[config.mk]
export PLATFORM = sky130hd
export DESIGN_NAME = alu_mc
export DESIGN_NICKNAME = d
export VERILOG_FILES = /design/src/rtl/alu_mc_pkg.sv /design/src/rtl/alu_mul_iter.sv /design/src/rtl/alu_mc.sv
export SDC_FILE = /design/constraint.sdc
export NUM_CORES = 1
export LEC_CHECK = 0
export BUFFER_PORTS_ARGS = -buffer_cell sky130_fd_sc_hd__buf_2
export CELL_PAD_IN_SITES_DETAIL_PLACEMENT = 1
export CELL_PAD_IN_SITES_GLOBAL_PLACEMENT = 1
export CORE_MARGIN = 5
export CORE_UTILIZATION = 44
export DETAILED_ROUTE_END_ITERATION = 10
export GPL_TIMING_DRIVEN = 0
export PLACE_DENSITY = 0.95
export SYNTH_ARGS = -nofsm -noshare
export SYNTH_HDL_FRONTEND = slang
export SYNTH_SLANG_ARGS = --single-unit
[constraint.sdc]
create_clock -name CLK -period 5 [get_ports CLK]
set_clock_uncertainty 0.15 [all_clocks]
set_input_delay 0.25 -clock CLK [delete_from_list [all_inputs] [get_ports CLK]]
set_output_delay 0.25 -clock CLK [all_outputs]
set_load 0.005 [all_outputs]
[src/rtl/alu_mc_pkg.sv]
// rtl/alu_mc_pkg.sv - opcode enum and multiplier FSM states shared by alu_mc and alu_mul_iter
package alu_mc_pkg;

   typedef enum logic [3:0] {
      kADD  = 4'h0,
      kSUB  = 4'h1,
      kAND  = 4'h2,
      kXOR  = 4'h3,
      kMOV  = 4'h4,
      kLSH  = 4'h5,
      kRSH  = 4'h6,
      kCOMP = 4'h7,
      kMUL  = 4'h8
   } op_mne;

   typedef enum logic {
      MUL_IDLE = 1'b0,
      MUL_RUN  = 1'b1
   } mul_state_e;

endpackage

[src/rtl/alu_mul_iter.sv]
// rtl/alu_mul_iter.sv - iterative shift-add unsigned multiplier, one product bit per cycle
module alu_mul_iter
   import alu_mc_pkg::*;
#(
   parameter int WIDTH = 8
) (
   input  logic               clk_i,
   input  logic               reset_i,
   input  logic               start_i,
   input  logic [WIDTH-1:0]   a_i,
   input  logic [WIDTH-1:0]   b_i,
   output logic               busy_o,
   output logic               done_o,
   output logic [2*WIDTH-1:0] product_o
);

   localparam int CW = $clog2(WIDTH);
   localparam logic [CW-1:0] LAST = CW'(WIDTH - 1);

   mul_state_e         state_q, state_d;
   logic [CW-1:0]      cnt_q, cnt_d;
   logic [WIDTH-1:0]   a_q, a_d;
   logic [2*WIDTH-1:0] p_q, p_d;
   logic               done_q, done_d;
   logic [WIDTH:0]     sum;

   always_ff @(posedge clk_i) begin
      if (reset_i) begin
         state_q <= MUL_IDLE;
         cnt_q   <= '0;
         a_q     <= '0;
         p_q     <= '0;
         done_q  <= 1'b0;
      end else begin
         state_q <= state_d;
         cnt_q   <= cnt_d;
         a_q     <= a_d;
         p_q     <= p_d;
         done_q  <= done_d;
      end
   end

   // Upper half accumulates; multiplier bits are consumed from the low end as the pair shifts right.
   always_comb begin
      state_d = state_q;
      cnt_d   = cnt_q;
      a_d     = a_q;
      p_d     = p_q;
      done_d  = 1'b0;
      sum     = '0;
      case (state_q)
         MUL_IDLE: begin
            if (start_i) begin
               a_d     = a_i;
               p_d     = {{WIDTH{1'b0}}, b_i};
               cnt_d   = '0;
               state_d = MUL_RUN;
            end
         end
         MUL_RUN: begin
            sum   = {1'b0, p_q[2*WIDTH-1:WIDTH]} + (p_q[0] ? {1'b0, a_q} : {(WIDTH+1){1'b0}});
            p_d   = {sum, p_q[WIDTH-1:1]};
            cnt_d = cnt_q + 1'b1;
            if (cnt_q == LAST) begin
               state_d = MUL_IDLE;
               done_d  = 1'b1;
            end
         end
         default: state_d = MUL_IDLE;
      endcase
   end

   assign busy_o    = (state_q == MUL_RUN);
   assign done_o    = done_q;
   assign product_o = p_q;

endmodule

[src/rtl/alu_mc.sv]
// rtl/alu_mc.sv - multi-cycle ALU; single-cycle ops plus kMUL via alu_mul_iter when ALU_MC_MUL_EN is defined
module alu_mc
   import alu_mc_pkg::*;
#(
   parameter int WIDTH = 8,
   parameter int SHW   = $clog2(WIDTH) + 1
) (
   input  logic             CLK,
   input  logic             RESET,
   input  logic             START,
   input  op_mne            OP,
   input  logic [WIDTH-1:0] INPUTA,
   input  logic [WIDTH-1:0] INPUTB,
   input  logic             SC_IN,
   output logic [WIDTH-1:0] OUT,
   output logic [WIDTH-1:0] OUT_HI,
   output logic             SC_OUT,
   output logic             ZERO,
   output logic             GREATER,
   output logic             BUSY,
   output logic             DONE
);

   logic [WIDTH-1:0]   out_q, out_d, out_hi_q;
   logic               sc_q, sc_d, zero_q, zero_d, gt_q, gt_d, done_q;
   logic [WIDTH:0]     shl, shr;
   logic               accept;
   logic               mul_busy, mul_done;
   logic [2*WIDTH-1:0] mul_prod;

   assign accept = START && !mul_busy;

`ifdef ALU_MC_MUL_EN
   localparam bit MUL_ON = 1'b1;

   alu_mul_iter #(.WIDTH(WIDTH)) u_mul (
      .clk_i     (CLK),
      .reset_i   (RESET),
      .start_i   (accept && (OP == kMUL)),
      .a_i       (INPUTA),
      .b_i       (INPUTB),
      .busy_o    (mul_busy),
      .done_o    (mul_done),
      .product_o (mul_prod)
   );
`else
   localparam bit MUL_ON = 1'b0;

   assign mul_busy = 1'b0;
   assign mul_done = 1'b0;
   assign mul_prod = '0;
`endif

   // Guard bit above A (left) or below A (right) catches the last bit shifted out.
   assign shl = {1'b0, INPUTA} << INPUTB[SHW-1:0];
   assign shr = {INPUTA, 1'b0} >> INPUTB[SHW-1:0];

   always_comb begin
      out_d  = '0;
      sc_d   = 1'b0;
      zero_d = zero_q;
      gt_d   = gt_q;
      case (OP)
         kADD:    {sc_d, out_d} = {1'b0, INPUTA} + {1'b0, INPUTB} + {{WIDTH{1'b0}}, SC_IN};
         kSUB: begin
            out_d = INPUTA - INPUTB;
            sc_d  = (INPUTA < INPUTB);
         end
         kAND:    out_d = INPUTA & INPUTB;
         kXOR:    out_d = INPUTA ^ INPUTB;
         kMOV:    out_d = INPUTA;
         kLSH:    {sc_d, out_d} = shl;
         kRSH:    {out_d, sc_d} = shr;
         kCOMP: begin
            zero_d = (INPUTA == INPUTB);
            gt_d   = (INPUTA > INPUTB);
         end
         default: ;
      endcase
   end

   always_ff @(posedge CLK) begin
      if (RESET) begin
         out_q    <= '0;
         out_hi_q <= '0;
         sc_q     <= 1'b0;
         zero_q   <= 1'b0;
         gt_q     <= 1'b0;
         done_q   <= 1'b0;
      end else if (accept && !(MUL_ON && (OP == kMUL))) begin
         out_q    <= out_d;
         out_hi_q <= '0;
         sc_q     <= sc_d;
         zero_q   <= zero_d;
         gt_q     <= gt_d;
         done_q   <= 1'b1;
      end else begin
         done_q <= 1'b0;
         // Keep the product visible after its DONE cycle.
         if (mul_done) begin
            out_q    <= mul_prod[WIDTH-1:0];
            out_hi_q <= mul_prod[2*WIDTH-1:WIDTH];
            sc_q     <= 1'b0;
         end
      end
   end

   assign OUT     = mul_done ? mul_prod[WIDTH-1:0] : out_q;
   assign OUT_HI  = mul_done ? mul_prod[2*WIDTH-1:WIDTH] : out_hi_q;
   assign SC_OUT  = mul_done ? 1'b0 : sc_q;
   assign ZERO    = zero_q;
   assign GREATER = gt_q;
   assign BUSY    = mul_busy;
   assign DONE    = done_q | mul_done;

endmodule

==> results.json <==
{
  "final_common_cell": "buf_2",
  "core_area_sq_um": 5107,
  "gp_congestion": 0.9997,
  "cts_tree": "yes",
  "die_h_um": 82.42,
  "layout-drive-gt1-share_pct": 19.88,
  "ys_async_sr_fraction_pct": 0,
  "portBuffers": 35,
  "insertion_delay_ns": 0.25,
  "max_freq_mhz": 368.0,
  "vias": 2628,
  "antenna_found_initial": 0,
  "min_to": "DONE$_SDFF_PP0_",
  "routedWlPerCell_um": 20.79,
  "synth-seq-area-share_pct": 10.41,
  "crit_type": "input pin to register",
  "firstDrtPassIters": 4,
  "fp.dieW_um": 82.42,
  "cts.clk_slew.worst_paths_ns": 0.05,
  "ant_nets": 0,
  "cap_violations": 0,
  "areaGrowthSynthToFinish_pct": 14.48,
  "gr-usage-all-layers_pct": 27.19,
  "ctsResizeCount": 0,
  "grt_overflow": 0,
  "grt_max_degree": 13,
  "regToRegEndpoint": "SC_OUT$_SDFFE_PP0P_",
  "synth_compound_area_share_pct": 29.01,
  "min_path_cells": 2,
  "status": "completed",
  "period_share_pct": 54.35,
  "avgSynthCellArea_sq_um": 7.665,
  "syn_inst": 301,
  "dp_cells": 414,
  "dpl.hpwl_um": 6946,
  "fin_hold_ws_ns": 0.05766,
  "grt_pass1_vias": 2708,
  "hold_start": "RESET",
  "fin_cells": 417,
  "period_minus_slack_ns": 2.718,
  "grt_pass1_wl_um": 14050,
  "synth_flop_cell": "dfxtp_1",
  "worstMarginPinSlew_ns": 0.9373,
  "r2r_setup_slack_ns": 3.45,
  "layout_common_cells": "buf_2 (41), a21oi_1 (28), inv_1 (21), nor2b_1 (18), nor2_1 (18)",
  "synthSimpleGateAreaFrac_pct": 24.73,
  "crit_arrival_ns": 2.69,
  "post_cts_buffers": 0,
  "power_density_nw_per_um2": 149.3,
  "synth_warnings": 0,
  "vias_per_cell": 6.302,
  "required_ns": 4.97,
  "cts_made_buffers": 3,
  "crit-reg2reg-launch": "SC_OUT$_SDFFE_PP0P_",
  "startpoint_type": "input pin",
  "finalSetupViolCount": 0,
  "finalSetupTns_ns": 0,
  "io_pins": 45,
  "start_util_pct": 45.17,
  "antenna_cells": 0,
  "root_buffer": "clkbuf_8",
  "slew_headroom_pct": 36.63,
  "cp_max_fo": 9,
  "synth_top_family_by_area": "compound AO/OA/AOI/OAI gates",
  "cts.hold.buffers_added": 0,
  "drc": 0,
  "synthAdderAreaFrac_pct": 11.82,
  "synth-edff-count": 0,
  "wl_um": 8668,
  "rsz0062_at_grt": "no",
  "ys_types": 61,
  "hold_viol": 0,
  "rows": 26,
  "nets": 393,
  "drt_iter0_drc": 226,
  "p_leak_nw": 1.132,
  "synth_mux_area_share_pct": 11.71,
  "ys_ff_latch": 12,
  "synthesis.area_sq_um": 2307,
  "worstHoldPathType": "input pin to register",
  "placed_area_sq_um": 2600,
  "cts.sink_count": 12,
  "synth-xor-area-share_pct": 1.898,
  "cts_max_level": 1,
  "dieArea_sq_um": 6792,
  "slew_viol_final": 0,
  "cts_max_path_buffers": 2,
  "reg2reg_depth": 5,
  "finalInstanceArea_sq_um": 2641,
  "worst_setup_path_end_kind": "register",
  "fill_cells": 694,
  "vdd_drop_max_v": 0.00008865
}
## layer usage
layer,vias to the layer above,GRT usage (%),wire length (um)
met1,1259,36.04,3651
met4,0,10.13,311
met5,-,0,0
li1,1210,-,-
met2,131,43.75,4014
met3,28,4.772,691
## per-stage QoR
stage | total power [W] | setup slack (ns) | util [%]
after global placement | 0.0002919 | 2.053 | 50.91
final | 0.0003943 | 2.282 | 51.71
after floorplan | 0.0002349 | 2.630 | -
after detailed placement | 0.0002982 | 2.052 | 50.91
after global routing | 0.0004210 | 2.086 | 51.71
after CTS | 0.0003913 | 2.312 | 51.71
## state kept, by name (all words and copies together) (netlist names)
register / cells
OUT: 8
DONE: 1
GREATER: 1
SC_OUT: 1
ZERO: 1
## how the worst max path moves through the flow
stage / from / to / slack [ns] / cells after the start
2_1_floorplan: INPUTB[3] / OUT[5]$_SDFFE_PP0P_ / 2.63 / 10
3_3_place_gp: INPUTB[3] / OUT[5]$_SDFFE_PP0P_ / 2.05 / 11
3_5_place_dp: INPUTB[3] / OUT[5]$_SDFFE_PP0P_ / 2.05 / 11
4_1_cts: INPUTB[3] / OUT[5]$_SDFFE_PP0P_ / 2.31 / 11
5_1_grt: INPUTB[0] / OUT[6]$_SDFFE_PP0P_ / 2.09 / 12
6_report: INPUTB[3] / OUT[5]$_SDFFE_PP0P_ / 2.28 / 11
## logic make-up after synthesis
family                   after synthesis
AND/OR/NAND/NOR                       99
flip-flops                            12
XOR/XNOR                               5
buffers and inverters                 49
other                                  1
multiplexers                          19
adder cells (fa/ha/maj)               20
AO/OA/AOI/OAI                         96
## synth_stat cells, types with 2 or more instances
master | instances | area share [%]
nor2b_1 | 18 | 4.9
o21bai_1 | 3 | 0.98
a21oi_1 | 28 | 6.1
and2_1 | 2 | 0.54
and4_1 | 2 | 0.76
buf_2 | 6 | 1.3
and4bb_1 | 2 | 1.1
nand2b_1 | 10 | 2.7
a32oi_1 | 4 | 1.5
nand2_1 | 15 | 2.4
mux2_2 | 4 | 2.0
nand3b_1 | 3 | 0.98
o211ai_1 | 2 | 0.65
mux4_2 | 6 | 5.9
fa_1 | 3 | 2.6
o221ai_1 | 2 | 0.76
nor3_1 | 6 | 1.3
o21ai_0 | 13 | 2.8
inv_1 | 21 | 3.4
a2111oi_0 | 2 | 0.76
xnor2_1 | 4 | 1.5
nand3_1 | 9 | 2.0
a311oi_1 | 3 | 1.1
a221oi_1 | 6 | 2.3
nor4b_1 | 2 | 0.76
dfxtp_1 | 12 | 10
nand4_1 | 3 | 0.81
o21a_1 | 2 | 0.65
nor3b_1 | 2 | 0.65
mux2i_1 | 9 | 3.9
nor2_1 | 18 | 2.9
buf_4 | 12 | 3.9
ha_1 | 17 | 9.2
clkbuf_1 | 9 | 1.5
a221o_1 | 5 | 2.2
a22oi_1 | 3 | 0.98
a21o_1 | 4 | 1.3
a211oi_1 | 6 | 2.0
## critical path: stages
cell and delay (ns):
buf_2 0.10, clkbuf_1 0.35, inv_1 0.18, ha_1 0.30, clkbuf_1 0.23, a21o_1 0.23, a21oi_1 0.20, nand2_1 0.12
a221o_1 0.36, a221oi_2 0.28, nor3_1 0.08
## cell type report
class	instances	area (sq um)	area share, %
clock buffers	3	41.29	1.563
well taps	70	87.58	3.316
repair buffers	35	175.2	6.632
inverters	21	78.83	2.984
plain buffers	28	157.7	5.969
multi-input cells	248	1861	70.44
flip-flops and latches	12	240.2	9.095
## where the power goes
group          internal [W]  leakage, nW  switching, W
clock network     0.0000535       0.0216     0.0000396
logic             0.0000805         1.01      0.000122
registers         0.0000981       0.0973   0.000000916
No activity file was read; power rests on OpenSTA's default activity.
